## src/rtl/cory_unpackn_pkg.sv

```systemverilog
// Shared constants and helpers for the cory_unpackn word-to-channel unpacker.
// - CMin/CMax: legal channel-count range; WMin: minimum lane width.
// - cfg_ok(): legal-range check for the (C, W, Q) parameter set.
// - lane_lo(): low bit index of lane k inside a packed word of W-bit lanes.
package cory_unpackn_pkg;

  localparam int unsigned CMin = 2;
  localparam int unsigned CMax = 16;
  localparam int unsigned WMin = 1;

  // Q is unsigned, so any value (0 = pass-through, >= 1 = queue depth) is legal.
  function automatic bit cfg_ok(int unsigned c, int unsigned w, int unsigned q);
    return (c >= CMin) && (c <= CMax) && (w >= WMin) && (q == q);
  endfunction

  function automatic int unsigned lane_lo(int unsigned k, int unsigned w);
    return k * w;
  endfunction

endpackage

```

## src/rtl/cory_unpackn_if.sv

```systemverilog
// Handshake bundle between a word source and the cory_unpackn channel sinks.
// Optional macro: CORY_UNPACKN_MASK_EN adds the per-channel emit mask i_a_m.
// Signals:
//   i_a_v/i_a_d/(i_a_m)  input word valid, packed data, emit mask
//   o_a_r                input word accepted this cycle
//   o_z_v/o_z_d/i_z_r    per-channel output valid, packed data, ready
//   o_sent               sticky per-channel delivered flags
// master = source/sink side (drives inputs), slave = the unpacker.
interface cory_unpackn_if #(
  parameter int unsigned C = 4,
  parameter int unsigned W = 8
);
  logic             i_a_v;
  logic [C*W-1:0]   i_a_d;
`ifdef CORY_UNPACKN_MASK_EN
  logic [C-1:0]     i_a_m;
`endif
  logic             o_a_r;
  logic [C-1:0]     o_z_v;
  logic [C*W-1:0]   o_z_d;
  logic [C-1:0]     i_z_r;
  logic [C-1:0]     o_sent;

  modport master (
`ifdef CORY_UNPACKN_MASK_EN
    output i_a_m,
`endif
    output i_a_v, i_a_d, i_z_r,
    input  o_a_r, o_z_v, o_z_d, o_sent
  );

  modport slave (
`ifdef CORY_UNPACKN_MASK_EN
    input  i_a_m,
`endif
    input  i_a_v, i_a_d, i_z_r,
    output o_a_r, o_z_v, o_z_d, o_sent
  );
endinterface

```

## src/rtl/cory_queue.sv

```systemverilog
// Per-channel output queue for cory_unpackn.
// Q = 0: combinational pass-through; Q = 1: single register; Q >= 2: circular FIFO.
// Ports: clk, reset_n (async, active-low); in_v_i/in_d_i/in_r_o push side;
// out_v_o/out_d_o/out_r_i pop side. in_r_o never depends on out_r_i when Q >= 1.
module cory_queue #(
  parameter int unsigned N = 8,
  parameter int unsigned Q = 1
) (
  input  logic         clk,
  input  logic         reset_n,
  input  logic         in_v_i,
  input  logic [N-1:0] in_d_i,
  output logic         in_r_o,
  output logic         out_v_o,
  output logic [N-1:0] out_d_o,
  input  logic         out_r_i
);

  if (Q == 0) begin : g_pass
    logic unused_clk_rst;
    assign unused_clk_rst = clk ^ reset_n;
    assign out_v_o = in_v_i;
    assign out_d_o = in_d_i;
    assign in_r_o  = out_r_i;
  end else if (Q == 1) begin : g_reg
    logic         v_q, v_d;
    logic [N-1:0] d_q;

    assign in_r_o  = ~v_q;
    assign out_v_o = v_q;
    assign out_d_o = d_q;

    always_comb begin
      v_d = v_q;
      if (!v_q)         v_d = in_v_i;
      else if (out_r_i) v_d = 1'b0;
    end

    always_ff @(posedge clk or negedge reset_n) begin
      if (!reset_n) v_q <= 1'b0;
      else          v_q <= v_d;
    end

    // Data needs no reset: it is only observed while v_q is set.
    always_ff @(posedge clk) begin
      if (in_v_i && !v_q) d_q <= in_d_i;
    end
  end else begin : g_fifo
    localparam int unsigned PtrW = $clog2(Q);
    localparam int unsigned CntW = $clog2(Q + 1);

    logic [N-1:0]    mem_q [Q];
    logic [PtrW-1:0] wr_q, wr_d, rd_q, rd_d;
    logic [CntW-1:0] cnt_q, cnt_d;
    logic            push, pop;

    assign in_r_o  = (cnt_q != CntW'(Q));
    assign out_v_o = (cnt_q != '0);
    assign out_d_o = mem_q[rd_q];
    assign push    = in_v_i & in_r_o;
    assign pop     = out_v_o & out_r_i;

    always_comb begin
      wr_d  = wr_q;
      rd_d  = rd_q;
      cnt_d = cnt_q;
      if (push) wr_d = (wr_q == PtrW'(Q - 1)) ? '0 : wr_q + PtrW'(1);
      if (pop)  rd_d = (rd_q == PtrW'(Q - 1)) ? '0 : rd_q + PtrW'(1);
      if (push && !pop)      cnt_d = cnt_q + CntW'(1);
      else if (pop && !push) cnt_d = cnt_q - CntW'(1);
    end

    always_ff @(posedge clk or negedge reset_n) begin
      if (!reset_n) begin
        wr_q  <= '0;
        rd_q  <= '0;
        cnt_q <= '0;
      end else begin
        wr_q  <= wr_d;
        rd_q  <= rd_d;
        cnt_q <= cnt_d;
      end
    end

    always_ff @(posedge clk) begin
      if (push) mem_q[wr_q] <= in_d_i;
    end
  end

endmodule

```

## src/rtl/cory_unpackn.sv

```systemverilog
// cory_unpackn: splits one C*W-bit input word into C W-bit channel outputs.
// Each channel is emitted exactly once per word; the word is accepted (o_a_r) in
// the cycle the last pending channel fires. A sticky sent flag per channel records
// channels already handed to their queue for the current word.
// Optional macro: CORY_UNPACKN_MASK_EN enables the per-channel emit mask i_a_m.
// Ports: clk, reset_n (async, active-low), a_if (cory_unpackn_if.slave).
module cory_unpackn
  import cory_unpackn_pkg::*;
#(
  parameter int unsigned C = 4,
  parameter int unsigned W = 8,
  parameter int unsigned Q = 0
) (
  input logic            clk,
  input logic            reset_n,
  cory_unpackn_if.slave  a_if
);

  localparam int unsigned A = C * W;

  if (!cfg_ok(C, W, Q)) begin : g_cfg_err
    $error("cory_unpackn: illegal parameters C=%0d W=%0d Q=%0d", C, W, Q);
  end

  logic [C-1:0] mask, int_v, int_r, fire, done;
  logic [C-1:0] sent_q, sent_d;
  logic [C-1:0] z_v;
  logic [A-1:0] z_d;
  logic         acc;

`ifdef CORY_UNPACKN_MASK_EN
  assign mask = a_if.i_a_m;
`else
  assign mask = '1;
`endif

  always_comb begin
    int_v  = {C{a_if.i_a_v}} & ~sent_q & mask;
    fire   = int_v & int_r;
    // Masked-off channels count as already complete.
    done   = fire | sent_q | ~mask;
    acc    = a_if.i_a_v & (&done);
    sent_d = acc ? '0 : (sent_q | fire);
  end

  always_ff @(posedge clk or negedge reset_n) begin
    if (!reset_n) sent_q <= '0;
    else          sent_q <= sent_d;
  end

  for (genvar k = 0; k < C; k++) begin : g_lane
    cory_queue #(
      .N(W),
      .Q(Q)
    ) u_queue (
      .clk     (clk),
      .reset_n (reset_n),
      .in_v_i  (int_v[k]),
      .in_d_i  (a_if.i_a_d[lane_lo(k, W) +: W]),
      .in_r_o  (int_r[k]),
      .out_v_o (z_v[k]),
      .out_d_o (z_d[lane_lo(k, W) +: W]),
      .out_r_i (a_if.i_z_r[k])
    );
  end

  assign a_if.o_a_r  = acc;
  assign a_if.o_z_v  = z_v;
  assign a_if.o_z_d  = z_d;
  assign a_if.o_sent = sent_q;

endmodule

```

## src/flat_wrapper.sv

```systemverilog
// flat-port wrapper written by rule: the top's interface ports become plain ports
module cory_unpackn_flat import cory_unpackn_pkg::*;
#(
  parameter int unsigned C = 4,
  parameter int unsigned W = 8,
  parameter int unsigned Q = 0
)
  (clk, reset_n, a_if_i_a_v, a_if_i_a_d, a_if_i_z_r, a_if_o_a_r, a_if_o_z_v, a_if_o_z_d, a_if_o_sent);
  cory_unpackn_if #(.C(C), .W(W)) a_if_i ();
  input logic clk;
  input logic reset_n;
  input wire logic [$bits(a_if_i.i_a_v)-1:0] a_if_i_a_v;
  input wire logic [$bits(a_if_i.i_a_d)-1:0] a_if_i_a_d;
  input wire logic [$bits(a_if_i.i_z_r)-1:0] a_if_i_z_r;
  output wire logic [$bits(a_if_i.o_a_r)-1:0] a_if_o_a_r;
  output wire logic [$bits(a_if_i.o_z_v)-1:0] a_if_o_z_v;
  output wire logic [$bits(a_if_i.o_z_d)-1:0] a_if_o_z_d;
  output wire logic [$bits(a_if_i.o_sent)-1:0] a_if_o_sent;
  assign a_if_i.i_a_v = a_if_i_a_v;
  assign a_if_i.i_a_d = a_if_i_a_d;
  assign a_if_i.i_z_r = a_if_i_z_r;
  assign a_if_o_a_r = a_if_i.o_a_r;
  assign a_if_o_z_v = a_if_i.o_z_v;
  assign a_if_o_z_d = a_if_i.o_z_d;
  assign a_if_o_sent = a_if_i.o_sent;
  cory_unpackn #(.C(C), .W(W), .Q(Q)) u_core (.clk(clk), .reset_n(reset_n), .a_if(a_if_i));
endmodule
```

## config.mk

```make
export PLATFORM = sky130hd
export DESIGN_NAME = cory_unpackn_flat
export DESIGN_NICKNAME = d
export VERILOG_FILES = /design/src/rtl/cory_unpackn_pkg.sv /design/src/rtl/cory_unpackn_if.sv /design/src/rtl/cory_queue.sv /design/src/rtl/cory_unpackn.sv /design/src/flat_wrapper.sv
export SDC_FILE = /design/constraint.sdc
export NUM_CORES = 1
export LEC_CHECK = 0
export BUFFER_PORTS_ARGS = -buffer_cell sky130_fd_sc_hd__buf_2
export CORE_ASPECT_RATIO = 1.1
export CORE_MARGIN = 3
export CORE_UTILIZATION = 29
export DETAILED_ROUTE_END_ITERATION = 8
export PLACE_DENSITY = 0.84
export SYNTH_ARGS = -nofsm -noshare
export SYNTH_HDL_FRONTEND = slang
export SYNTH_SLANG_ARGS = --single-unit
```

## constraint.sdc

```tcl
create_clock -name clk -period 1.6 [get_ports clk]
set_input_delay 0.08 -clock clk [delete_from_list [all_inputs] [get_ports clk]]
set_output_delay 0.08 -clock clk [all_outputs]
set_load 0.02 [all_outputs]
```

# Word-level counts from Yosys, hierarchy flattened
# Index checks and enable logic that the tools add are counted.
# classes
n_addsub	0
n_mul	0
n_div	0
order_cmp	0
eq_ne	0
shift	0
muxes	1
bitwise	5
reduce_logical	1
# ops
op	count
4-bit AND	2
4-bit two-way mux	1
4-bit inverter	1
4-bit bitwise OR	1
4-bit AND reduction	1
1-bit AND	1
# word_totals
regBits	4
latchBits	0
ramBits	0
rom_bits	0
inputBits	39
mem_count	0

# Longest topological paths before layout
# Gate-level depths: netlist (run 1).
# logic_depth
word_depth	7
ltp_mapped	3
ltp_nobuf	2

# Cells and area by module
# Synthesis (run 1) repeated with hierarchy kept, for this count alone.
# hier_totals
hier_cells	61
area_unflattened_um2	516.7
# modules_own_cells
module	n_inst	cells_each	area_each_um2
cory_queue	4	10	75.1
cory_unpackn	1	21	216.5

# Worst setup path after synthesis (run 1)
# No wires, ideal clock.
# synth_timing
path_kind	register to output
start	register u_core.sent_q[1], in the netlist u_core.a_if.o_sent[1]
end	output port a_if_o_a_r
arrival_time_ps	1006
t_required_ps	1520
slack_ps	514
path_stages_with_launch	3
n_path_buf	0
cell_sequence	dfrtp_1 > o221a_4 > and3_1
# synth_between
elab_chain_cells	6
# synth_rtl
element	line_no	rtl
start: declaration	cory_unpackn.sv:26	logic [C-1:0] sent_q, sent_d;
start signal: assignment	cory_unpackn.sv:48	else sent_q <= sent_d;
4-bit inverter	cory_unpackn.sv:38	int_v = {C{a_if.i_a_v}} & ~sent_q & mask;
4-bit AND	cory_unpackn.sv:38	
4-bit AND	cory_unpackn.sv:39	fire = int_v & int_r;
4-bit bitwise OR (*)	cory_unpackn.sv:41	done = fire | sent_q | ~mask;
4-bit AND reduction (*)	cory_unpackn.sv:42	acc = a_if.i_a_v & (&done);
1-bit AND (*)	cory_unpackn.sv:42	
end: declaration	flat_wrapper.sv:15	output wire logic [$bits(a_if_i.o_a_r)-1:0] a_if_o_a_r;
# Mark *: on every way between the ends. The rest lies on a longest branch, timed or not.

# Final worst setup path (run 1)
# Same ends and word-level chain as after synthesis.

==> flow_summary.ini, run 1 <==
[detailed_routing]
vias_per_cell = 4.95
drtIter0Drc = 1
drc_errors = 0
vias = 272
routedWlPerCell_um = 14.2
antenna_left = 0
drt_wl_total_um = 780
first_pass_iters = 2

[worst_setup_path]
crit_type = reg2out
r2r_start = u_core.a_if.o_sent[1]$_DFF_PN0_
regToRegSetupSlack_ps = 670
r2r_end = u_core.a_if.o_sent[1]$_DFF_PN0_
crit_path_end = a_if_o_a_r
end_kind = primary output
crit_path_start_kind = flip-flop
critPathLaunch = u_core.a_if.o_sent[1]$_DFF_PN0_
cp_max_fo = 5
cp.arrival_ps = 1260
ff2ff_path_depth = 2
crit_required_ps = 1520

[placed_design]
io_buffers = 15
place_congestion = 0.685

[floorplan]
fp.dieH_um = 48.9
die_w_um = 45.0
core-area_um2 = 1470
dieArea_um2 = 2200
io_pins = 80
initial_utilization_pct = 32.9
std_cell_rows = 14

[timing]
fmax_ghz = 0.744
setup_viol = 0
final_hold_viol_count = 0
slew_headroom_pct = 90.1
finalSetupTns_ps = 0
worst_pin_slew_ps = 148
period_needed_ps = 1340
rsz0062_at_grt = no
slew_viol_final = 0
clock_skew_ps = 0.328
min_period_over_period_pct = 84.0

[final_layout]
nets = 80
area_growth_pct = -31.0
diodes = 0
fillers = 179
drive_gt1_share_pct = 51.3
largest_reg_flops = 4

[global_routing]
grt_util_met1_pct = 8.30
grt_pass1_wl_mm = 1.31
grt_max_degree = 10
grt.busiest_layer = met2
use_met2_pct = 9.91
overflow = 0
grt_use_met3_pct = 4.43
gr-usage-all-layers_pct = 7.97
grt_antenna_before_repair = 0
first_global_vias = 280

[clock_network]
cts_buffer_depth = 2
clk_latency_ps = 230
h-tree-depth = 1
cts_tree = built
cts_sinks = 4
cts_made_buffers = 3
clkTransAtPathRegs_ps = 40
postCtsSetupRepairBufs = 0
root_buffer = clkbuf_4

[logic_synthesis]
synth_area_um2 = 484
yosys_warnings = 0
yosys.area.top_type = buf_4
synth_area_leaders = buf_4 (57%), dfrtp_1 (21%), a21oi_1 (6.2%)
synthDominantCellAreaShare_pct = 57.4
synth.yosys.seq_area_share_pct = 20.7
synth_nets = 96
synth-seq-cells = 4
synth.distinct_cells = 9
syn_area_per_cell_um2 = 8.49
synth_cells = 57

[power]
vdd_ir_drop_max_mv = 0.589
finalPower_w = 0.000547
power.density_nw_per_um2 = 1640
p_leak_nw = 0.166

[worst_hold_path]
hold_path.class = in2reg

[run_status]
status = finished, final reports clean

[flow_run]
cap_violations = 0
==> metal layers <==
| layer | vias up | part of all wire, % |
|---|---|---|
| met5 | - | 0 |
| met4 | 0 | 2.1 |
| met3 | 8 | 20 |
| met2 | 35 | 41 |
| met1 | 116 | 37 |
| li1 | 113 | - |
==> worst max-delay path, cell delays in order (launching register included) <==
cell,delay (ps)
dfrtp_1,400
o221a_4,290
and3_1,180
buf_2,150
==> cell usage in the layout, fill, tap and decap left out, drive strengths merged <==
cell,Yosys,final
a21oi,6,6
a31oi,2,2
and3,1,1
buf,37,15
clkbuf,0,3
dfrtp,4,4
dlygate4sd3,0,1
nor2b,4,4
o221a,1,1
or2,2,2
==> power by group <==
group | switching (W) | leakage [nW] | total (W) | internal, W
Combinational | 0.000151 | 0.105 | 0.000244 | 0.0000928
Clock | 0.0000438 | 0.0138 | 0.000128 | 0.0000841
Sequential | 0.0000366 | 0.0463 | 0.000176 | 0.000139
Total | 0.000231 | 0.166 | 0.000547 | 0.000316
==> layout make-up <==
type / count / area, µm² / share of cell area [%]
clock buffer: 3 / 22.5 / 6.74
tap: 16 / 20.0 / 5.99
timing repair buffer: 16 / 85.1 / 25.5
sequential: 4 / 100 / 30.0
multi-input combinational: 16 / 106 / 31.8
==> kinds of logic (layout without fill, tap and decap cells) <==
family          Yosys count  count (layout)  synth area share, %
buf+inv                  37              19                 57.4
compound gates            9               9                 12.9
simple gates              7               7                 9.05
flops                     4               4                 20.7
==> per-stage QoR <==
step | utilization [%] | std cells | hold slack (ps) | worst slack (ps) | area, µm²
floorplan | - | 57 | -216 | 514 | 484
global placement | 20.5 | 51 | -112 | 531 | 302
detailed placement | 20.5 | 51 | -109 | 503 | 302
CTS | 22.7 | 55 | 129 | 239 | 334
global route | 22.7 | 55 | 160 | 201 | 334
finish | 22.7 | 55 | 134 | 257 | 334
==> how the worst min path moves through the flow <==
stage | startpoint | slack [ps] | to | depth (start not counted)
floorplan | reset_n | -220 | u_core.a_if.o_sent[0]$_DFF_PN0_ | 0
global placement | reset_n | -110 | u_core.a_if.o_sent[3]$_DFF_PN0_ | 1
detailed placement | reset_n | -110 | u_core.a_if.o_sent[3]$_DFF_PN0_ | 1
CTS | a_if_i_z_r[3] | 130 | u_core.a_if.o_sent[3]$_DFF_PN0_ | 3
global route | a_if_i_a_d[18] | 160 | a_if_o_z_d[18] | 0
finish | a_if_i_z_r[3] | 130 | u_core.a_if.o_sent[3]$_DFF_PN0_ | 3
==> synth_stat cells (all sizes together) <==
cell type,n
o221a,1
buf,37
dfrtp,4
and3,1
a21oi,6
nor2b,4
a31oi,2
or2,2
==> repair_timing <==
item	CTS	global route
resized for setup	0	0
hold endpoints to repair	4	0
hold buffers	1	0
Power figures use the tool's default switching activity.
==> run 2: changes to the inputs <==
- CORE_UTILIZATION: 29 -> 27
- PLACE_DENSITY: 0.84 -> 0.79
- clock period: 1.6 -> 1.35 ns (I/O delays scaled with it)
==> run 2 against run 1 <==
Against the previous run: non-clock buffer count increased by 2; clock skew increased by 4.3 ps; register-to-register slack got worse by 250 ps; wire length grew 11%; clock power increased by 20%; final area rose by 6.4%; cell count up 5.5%; hold slack worse by 8.5 ps; first-iteration DRC count stayed put; global-route usage is 0.58 points lower; worst setup slack worse by 220 ps; core utilization down 0.94 points; critical path type unchanged.
==> flow_summary.ini, run 2 (same netlist as run 1, synthesis figures left out) <==
[final_layout]
drive_gt1_share_pct = 56.1
final_common_cell = buf_2
final_cell_mix = buf_2 (15), a21oi_1 (6), nor2b_1 (4), dfrtp_1 (4), clkbuf_4 (3)
area_growth_pct = -26.6
seq_area_um2 = 100
final_cell_area_um2 = 355
nets = 82
diodes = 0
stdcell_count = 58
multi_input_area_um2 = 111
largest_reg_flops = 4
fillers = 176

[floorplan]
core-area_um2 = 1630
dieArea_um2 = 2340
initial_utilization_pct = 29.7
die_w_um = 46.4
fp.dieH_um = 50.4
std_cell_rows = 15
io_pins = 80

[global_routing]
grt_max_degree = 10
grt_pass1_wl_mm = 1.21
overflow = 0
first_global_vias = 278
gr-usage-all-layers_pct = 7.38
grt_antenna_before_repair = 0

[flow_run]
cap_violations = 0

[timing]
slew_headroom_pct = 89.9
slew_viol_final = 0
fmax_ghz = 0.759
rsz0062_at_grt = no
period_needed_ps = 1320
worst_pin_slew_ps = 151
final_hold_viol_count = 0
setup_ws_ps = 32.9
clock_skew_ps = 4.67
setup_viol = 0
min_period_over_period_pct = 97.6
finalSetupTns_ps = 0

[power]
vdd_ir_drop_max_mv = 0.486
power.density_nw_per_um2 = 1990
p_leak_nw = 0.177

[placed_design]
place_congestion = 0.659
place_worst_setup_slack_ps = 252
placed_cells = 52
io_buffers = 15
placed_cell_area_um2 = 303

[clock_network]
clk_latency_ps = 240
h-tree-depth = 1
root_buffer = clkbuf_4
cts_made_buffers = 3
cts_buffer_depth = 2
cts_tree = built
clkTransAtPathRegs_ps = 40
cts_sinks = 4

[detailed_routing]
first_pass_iters = 2
vias = 286
antenna_left = 0
drc_errors = 0
drt_wl_total_um = 864
drtIter0Drc = 1
routedWlPerCell_um = 14.9
vias_per_cell = 4.93

[worst_setup_path]
cp.arrival_ps = 1250
crit_required_ps = 1280
end_kind = primary output
cp_max_fo = 4
crit_type = reg2out
crit_path_start_kind = flip-flop

[worst_hold_path]
hold_path.class = in2reg

[run_status]
status = finished, final reports clean
[run 2: layout make-up]
type,count,area share [%]
Multi-Input combinational cell,16,31.3
Sequential cell,4,28.2
Timing Repair Buffer,18,28.2
Clock buffer,3,6.34
Tap cell,17,5.99
[run 2: final timing paths]
kind | startpoint | to | slack (ps) | depth (start not counted)
hold reg to reg | u_core.a_if.o_sent[3]$_DFF_PN0_ | u_core.a_if.o_sent[3]$_DFF_PN0_ | 600 | 2
max in group asynchronous | reset_n | u_core.a_if.o_sent[1]$_DFF_PN0_ | 1050 | 2
setup reg to reg | u_core.a_if.o_sent[3]$_DFF_PN0_ | u_core.a_if.o_sent[1]$_DFF_PN0_ | 420 | 2
min in group asynchronous | reset_n | u_core.a_if.o_sent[3]$_DFF_PN0_ | 170 | 2
hold / removal | a_if_i_z_r[3] | u_core.a_if.o_sent[3]$_DFF_PN0_ | 130 | 3
setup / recovery | u_core.a_if.o_sent[3]$_DFF_PN0_ | a_if_o_a_r | 30 | 3
[run 2: through the flow]
stage	total power (W)	hold slack, ps	utilization, %
finish	0.000705	125	21.8
floorplan	0.000569	-228	-
detailed placement	0.000511	-118	18.5
global route	0.000757	135	21.8
CTS	0.000691	113	21.0
global placement	0.000499	-125	18.5
[run 2: report_power, final]
part           leakage [nW]  internal (W)  switching, W
logic                 0.117      0.000147      0.000199
clock network        0.0138     0.0000998     0.0000538
registers            0.0463      0.000165     0.0000415
[run 2: repair_timing]
item | CTS | global route
endpoints found under the hold margin | 4 | 0
endpoints found under the setup margin | 1 | 1
hold buffers | 1 | 0
setup buffers | 1 | 1
gates resized for setup | 0 | 2
[run 2: per-layer routing]
layer	global-route usage, %	vias to the layer above	wire length, µm
li1	-	117	-
met4	8.06	0	50
met5	0	-	0
met3	4.30	9	173
met2	8.49	30	347
met1	8.46	130	293
[run 2: worst max-delay path, stage by stage, from the launching register on]
cell and delay (ps):
dfrtp_1 400, or2_4 280, and3_1 170, buf_2 160
